**src/rtl/cpu_run_monitor.sv**
```systemverilog
// Run controller and monitor for the single-cycle CPU: sequences CPU reset,
// logs every change on the CPU out bus and ends the run on halt or timeout.
module cpu_run_monitor #(
  parameter int DATA_W        = 32,
  parameter int RST_CYCLES    = 2,
  parameter int STABLE_CYCLES = 8,
  parameter int MAX_CYCLES    = 1024,
  parameter int TRACE_DEPTH   = 16
) (
  input  logic                               clk,
  input  logic                               reset,
  input  logic                               start,
  input  logic                               cont_in,
  input  logic [DATA_W-1:0]                  expected,
  input  logic [DATA_W-1:0]                  cpu_out,
  output logic                               cpu_reset,
  output logic                               cpu_cont,
  output logic                               busy,
  output logic                               done,
  output logic                               pass,
  output logic                               timeout,
  output logic                               overflow,
  output logic [$clog2(MAX_CYCLES+1)-1:0]    cycle_count,
  output logic [$clog2(TRACE_DEPTH+1)-1:0]   trace_count,
  input  logic [$clog2(TRACE_DEPTH)-1:0]     rd_addr,
  output logic [DATA_W-1:0]                  rd_data
);

  localparam int CW = $clog2(MAX_CYCLES + 1);
  localparam int TW = $clog2(TRACE_DEPTH + 1);
  localparam int AW = $clog2(TRACE_DEPTH);
  localparam int SW = $clog2(STABLE_CYCLES + 1);
  localparam int RW = $clog2(RST_CYCLES + 1);

  localparam logic [CW-1:0] MAX_C    = CW'(MAX_CYCLES);
  localparam logic [TW-1:0] DEPTH_C  = TW'(TRACE_DEPTH);
  localparam logic [SW-1:0] STABLE_C = SW'(STABLE_CYCLES);
  localparam logic [RW-1:0] RST_LAST = RW'(RST_CYCLES - 1);

  typedef enum logic [1:0] {
    IDLE      = 2'd0,
    RESET_CPU = 2'd1,
    RUN       = 2'd2,
    DONE      = 2'd3
  } state_e;

  state_e              state_r;
  logic [RW-1:0]       rst_cnt_r;
  logic [SW-1:0]       stable_cnt_r;
  logic [DATA_W-1:0]   prev_r;
  logic                first_r;
  logic                cpu_reset_r;
  logic                busy_r;
  logic                done_r;
  logic                pass_r;
  logic                timeout_r;
  logic                overflow_r;
  logic [CW-1:0]       cycle_count_r;
  logic [TW-1:0]       trace_count_r;
  logic [DATA_W-1:0]   rd_data_r;
  logic [DATA_W-1:0]   trace_mem_r [TRACE_DEPTH];

  logic                log_s;
  logic                halt_s;
  logic                limit_s;
  logic                wr_en_s;
  logic [SW-1:0]       stable_next_s;
  logic [CW-1:0]       cycle_next_s;

  // Per-sample decisions for the RUN state: change logging, halt and timeout
  always_comb begin
    log_s         = 1'b0;
    halt_s        = 1'b0;
    stable_next_s = stable_cnt_r;
    cycle_next_s  = cycle_count_r + CW'(1);
    limit_s       = (cycle_next_s == MAX_C);
    if (first_r) begin
      log_s         = 1'b1;
      stable_next_s = {SW{1'b0}};
    end else if (cpu_out != prev_r) begin
      log_s         = 1'b1;
      stable_next_s = {SW{1'b0}};
    end else begin
      stable_next_s = stable_cnt_r + SW'(1);
      halt_s        = (stable_next_s == STABLE_C);
    end
    if ((state_r == RUN) && log_s && (trace_count_r != DEPTH_C)) begin
      wr_en_s = 1'b1;
    end else begin
      wr_en_s = 1'b0;
    end
  end

  // Run sequencing FSM with registered status outputs
  always_ff @(posedge clk) begin
    if (reset) begin
      state_r       <= IDLE;
      rst_cnt_r     <= {RW{1'b0}};
      stable_cnt_r  <= {SW{1'b0}};
      prev_r        <= {DATA_W{1'b0}};
      first_r       <= 1'b0;
      cpu_reset_r   <= 1'b1;
      busy_r        <= 1'b0;
      done_r        <= 1'b0;
      pass_r        <= 1'b0;
      timeout_r     <= 1'b0;
      overflow_r    <= 1'b0;
      cycle_count_r <= {CW{1'b0}};
      trace_count_r <= {TW{1'b0}};
    end else begin
      case (state_r)
        IDLE, DONE: begin
          if (start) begin
            state_r       <= RESET_CPU;
            rst_cnt_r     <= {RW{1'b0}};
            stable_cnt_r  <= {SW{1'b0}};
            cpu_reset_r   <= 1'b1;
            busy_r        <= 1'b1;
            done_r        <= 1'b0;
            pass_r        <= 1'b0;
            timeout_r     <= 1'b0;
            overflow_r    <= 1'b0;
            cycle_count_r <= {CW{1'b0}};
            trace_count_r <= {TW{1'b0}};
          end
        end
        RESET_CPU: begin
          if (rst_cnt_r == RST_LAST) begin
            state_r     <= RUN;
            cpu_reset_r <= 1'b0;
            first_r     <= 1'b1;
          end else begin
            rst_cnt_r <= rst_cnt_r + RW'(1);
          end
        end
        RUN: begin
          cycle_count_r <= cycle_next_s;
          stable_cnt_r  <= stable_next_s;
          prev_r        <= cpu_out;
          first_r       <= 1'b0;
          if (log_s) begin
            if (trace_count_r == DEPTH_C) begin
              overflow_r <= 1'b1;
            end else begin
              trace_count_r <= trace_count_r + TW'(1);
            end
          end
          // A halt on the final allowed cycle still counts as a halt
          if (halt_s) begin
            state_r   <= DONE;
            busy_r    <= 1'b0;
            done_r    <= 1'b1;
            pass_r    <= (cpu_out == expected);
            timeout_r <= 1'b0;
          end else if (limit_s) begin
            state_r   <= DONE;
            busy_r    <= 1'b0;
            done_r    <= 1'b1;
            pass_r    <= 1'b0;
            timeout_r <= 1'b1;
          end
        end
        default: begin
          state_r     <= IDLE;
          cpu_reset_r <= 1'b1;
          busy_r      <= 1'b0;
        end
      endcase
    end
  end

  // Trace RAM: never cleared, read-before-write on a same-address collision
  always_ff @(posedge clk) begin
    if (wr_en_s) begin
      trace_mem_r[trace_count_r[AW-1:0]] <= cpu_out;
    end
    rd_data_r <= trace_mem_r[rd_addr];
  end

  assign cpu_cont    = (state_r == RUN) && cont_in;
  assign cpu_reset   = cpu_reset_r;
  assign busy        = busy_r;
  assign done        = done_r;
  assign pass        = pass_r;
  assign timeout     = timeout_r;
  assign overflow    = overflow_r;
  assign cycle_count = cycle_count_r;
  assign trace_count = trace_count_r;
  assign rd_data     = rd_data_r;

endmodule

```
**config.mk**
```make
export PLATFORM = sky130hd
export DESIGN_NAME = cpu_run_monitor
export DESIGN_NICKNAME = d
export VERILOG_FILES = /design/src/rtl/cpu_run_monitor.sv
export SDC_FILE = /design/constraint.sdc
export NUM_CORES = 1
export LEC_CHECK = 0
export ABC_AREA = 1
export ABC_CLOCK_PERIOD_IN_PS = 4540
export CORE_MARGIN = 2
export CORE_UTILIZATION = 57
export CTS_CLUSTER_SIZE = 28
export DETAILED_ROUTE_END_ITERATION = 16
export HOLD_SLACK_MARGIN = 0.06
export PLACE_DENSITY = 0.85
export SLEW_MARGIN = 30
export SYNTH_ARGS = -nofsm -noshare
export SYNTH_HDL_FRONTEND = slang
export SYNTH_SLANG_ARGS = --single-unit
```
**constraint.sdc**
```tcl
create_clock -name clk -period 4.54 [get_ports clk]
set_input_delay 0.908 -clock clk [delete_from_list [all_inputs] [get_ports clk]]
set_output_delay 0.908 -clock clk [all_outputs]
set_load 0.01 [all_outputs]
```
==> reports/qor.csv <==
stage;metric;value;unit
detailed_routing;drt_wl_total;62.71;mm
placed_design;preCtsSetupSlack;0.5090;ns
yosys;synth_flop_cell;edfxtp_1;
pwr;p_int;9.770;mW
clock_tree;post_cts_buffers;0;
worst_setup_path;r2r-start;trace_count[2];
pwr;seq_power_share;49.9;%
clock_tree;cts_tree;built;
layout;antenna_cells;0;
yosys;synthTopCellsByArea;edfxtp_1, dfxtp_1, mux2i_1;
pwr;p_leak;10.48;nW
global_route;grt-ovfl-total;0;
sta;rsz0062_at_grt;no;
clock_tree;max-clock-path-buffers;3;
pwr;powerDensity;447.1;nW/um2
layout;drive_above_1_share;11.01;%
clock_tree;htree_levels;2;
worst_setup_path;critPathRequiredTime;4.85;ns
run_status;status;completed;
sta;skew;0.02246;ns
detailed_routing;dr.first_iter.drc_count;2063;
global_route;antenna_found_initial;1;
yosys;synth_fp_nets;2031;
clock_tree;clkLatencyLatePin;0.62;ns
floorplanning;io_pins;127;
sta;hold_viol;0;
clock_tree;clock_sinks;607;
worst_setup_path;worstPathMaxFanout;24;
layout;finalNetCount;2178;
global_route;grt_max_degree;125;
placed_design;portBuffers;126;
worst_setup_path;cp-start-kind;input pin;
flow_run;drv_cap;0;
sta;fmax;284.2;MHz
pwr;combPwrFrac;11.9;%
floorplanning;core-area;43080;um2
yosys;synth_mux_area_share;5.143;%
global_route;grt_usage;28.06;%
sta;slew-limit-headroom;31.93;%
detailed_routing;drc;0;
worst_setup_path;endpoint_kind;flip-flop;
yosys;synth_seq_cells;607;
yosys;synth-adder-area-share;0.5525;%
worst_hold_path;hold_path_class;reg -> reg;
yosys;synth_top_cells_by_count;edfxtp_1, o21ai_0, inv_1, a21oi_1, nand2_1;
placed_design;dp_hpwl;36.04;mm
yosys;synth.distinct_cells;42;
sta;worstMarginPinSlew;1.019;ns
yosys;syn-cell-area;24910;um2
floorplanning;start_util;57.83;%
sta;finalSetupViolCount;0;
detailed_routing;dr.pass1.iters;7;
floorplanning;die_h;213.1;um
pwr;clkPwrFrac;38.2;%
detailed_routing;ant_nets;0;
yosys;syn_inst;1948;
worst_setup_path;crit_arrival;3.83;ns
sta;fin_crit_sh;77.51;%
yosys;ys_warn_count;0;
floorplanning;die_width;213.1;um
pwr;p_sw;3.224;mW
worst_setup_path;r2r_cells;9;
yosys;async_flop_share;0;%
yosys;syn_avg_cell_area;12.79;um2
floorplanning;rows;76;
yosys;synth.most_common_cell;edfxtp_1;
sta;setup_tns;0;ns
sta;fin_ws;1.021;ns
pwr;switching_share;24.81;%
worst_setup_path;crit_path_end;trace_mem_r[0][14];
global_route;grt_first_pass_wirelength;94.76;mm
clock_tree;cts_buffers;57;
yosys;synth_top_family_by_area;compound AO/OA/AOI/OAI gates;
clock_tree;cts_hold_buf;0;
yosys;synth-compound-area-share;11.62;%
yosys;yosysTopAreaCell;edfxtp_1;
clock_tree;clk_pin_slew;0.06;ns
worst_setup_path;rr_endpoint;trace_mem_r[0][14];
detailed_routing;num_vias;16530;
layout;area_delta_synth_final;16.66;%
yosys;ys_seq_area_share;69.35;%
detailed_routing;wire_per_inst;22.98;um
layout;fillCellCount;2726;
detailed_routing;viasPerCell;6.058;
yosys;synth-edff-count;512;
worst_setup_path;crit_start;cpu_out[8];
clock_tree;cts-resized-gates;0;
clock_tree;cts_root_buf;clkbuf_16;
yosys;synth-simple-area-share;6.243;%
global_route;grt_pass1_vias;16490;
floorplanning;die_area;45390;um2
worst_setup_path;ff2ff_setup_slack;1.42;ns
placed_design;place_congestion;0.8314;
yosys;synth_top_area_share;61.71;%
yosys;synth_xor_area_share;1.753;%
sta;whs;0.4644;ns
pwr;irDropWorstVdd;336.7;uV
sta;layout_min_cycle_time;3.519;ns
worst_setup_path;worstSetupPathType;in -> reg;
sta;drv_slew;0;
-- metrics by stage --
step | area [um2] | cells | power, mW | utilization, %
after floorplan | 24910 | 1948 | 7.484 | -
after global placement | 27030 | 2619 | 8.012 | 62.76
after detailed placement | 27090 | 2621 | 8.093 | 62.89
after CTS | 29060 | 2729 | 13.00 | 67.47
after global routing | 29060 | 2729 | 13.38 | 67.47
final | 29060 | 2729 | 12.99 | 67.47
-- state kept, by name (all words and copies together) (netlist names), 2 cells and up --
signal and count:
prev_r 32, trace_count 5, rd_data 32, cycle_count 11, rst_cnt_r 2, state_r 2
trace_mem_r 512, stable_cnt_r 4
-- critical path, stage by stage --
cell             delay, ns
clkdlybuf4s50_1       0.54
buf_4                 0.26
inv_2                 0.07
nand2_1               0.04
nand2_1               0.05
nor2_1                0.05
nand2_1               0.08
nor2_2                0.06
nand2_2               0.07
nor2_4                0.05
nand2_1               0.05
nand2_1               0.12
inv_2                 0.12
nand2_1               0.17
nor2_4                0.81
buf_4                 0.34
-- per-layer routing --
metal	GRT usage (%)	share of wire, %	routed length, um
met3	6.001	11	7069
met4	10.18	3.0	1865
met2	46.04	49	30580
met1	37.19	37	23180
met5	0	0.021	13
-- cell usage in the layout, fill, tap and decap left out, types with 4 or more instances in the layout --
cell type        count
o211ai_1           129
o21ai_1             10
dfxtp_1             95
edfxtp_1           512
ha_1                10
clkbuf_1             9
nor2_4              20
nand3_2              4
inv_1              181
nand2_2              9
clkbuf_8             8
a21oi_2              4
xor2_1               7
nand4_1             12
clkinv_2            10
buf_12               6
nand3_1             52
mux2i_1            128
a21oi_1            171
bufinv_16            8
clkdlybuf4s50_1    123
clkbuf_16           57
buf_4               63
nor2_2               4
clkinv_1             9
nor2_1              69
xnor2_1             41
nand2_1            158
o21ai_0            187
inv_2               16
-- kinds of logic after synthesis --
family,Yosys count
buffers and inverters,308
adders and majority gates,11
DFF,607
AOI/OAI and AO/OA,507
and+or+nand+nor,338
xor gates and xnor gates,49
muxes,128
-- power by group through the flow --
stage | Combinational, mW | Clock, mW | Sequential [mW]
2_1_floorplan | 0.909 | 0 | 6.58
3_3_place_gp | 1.44 | 0 | 6.57
3_5_place_dp | 1.51 | 0 | 6.59
4_1_cts | 1.53 | 4.99 | 6.48
5_1_grt | 1.68 | 5.19 | 6.50
6_report | 1.55 | 4.96 | 6.48
-- how the worst min path moves through the flow --
stage,end,cells past startpoint,from
floorplan,rst_cnt_r[1],2,rst_cnt_r[1]
global placement,rst_cnt_r[1],2,rst_cnt_r[1]
detailed placement,overflow,2,overflow
CTS,timeout,2,timeout
global route,rst_cnt_r[1],2,rst_cnt_r[1]
finish,timeout,2,timeout
-- layout make-up --
cell class / count / area [um2] / area share (%)
clock inverter: 34 / 402.9 / 1.386
multi-input combinational: 1033 / 6427 / 22.12
clock buffer: 74 / 1570 / 5.403
sequential: 607 / 17280 / 59.45
inverter: 200 / 754.5 / 2.596
tap: 585 / 732.0 / 2.519
timing repair buffer: 196 / 1899 / 6.535
Note: power is estimated with default switching activity, not from simulation.
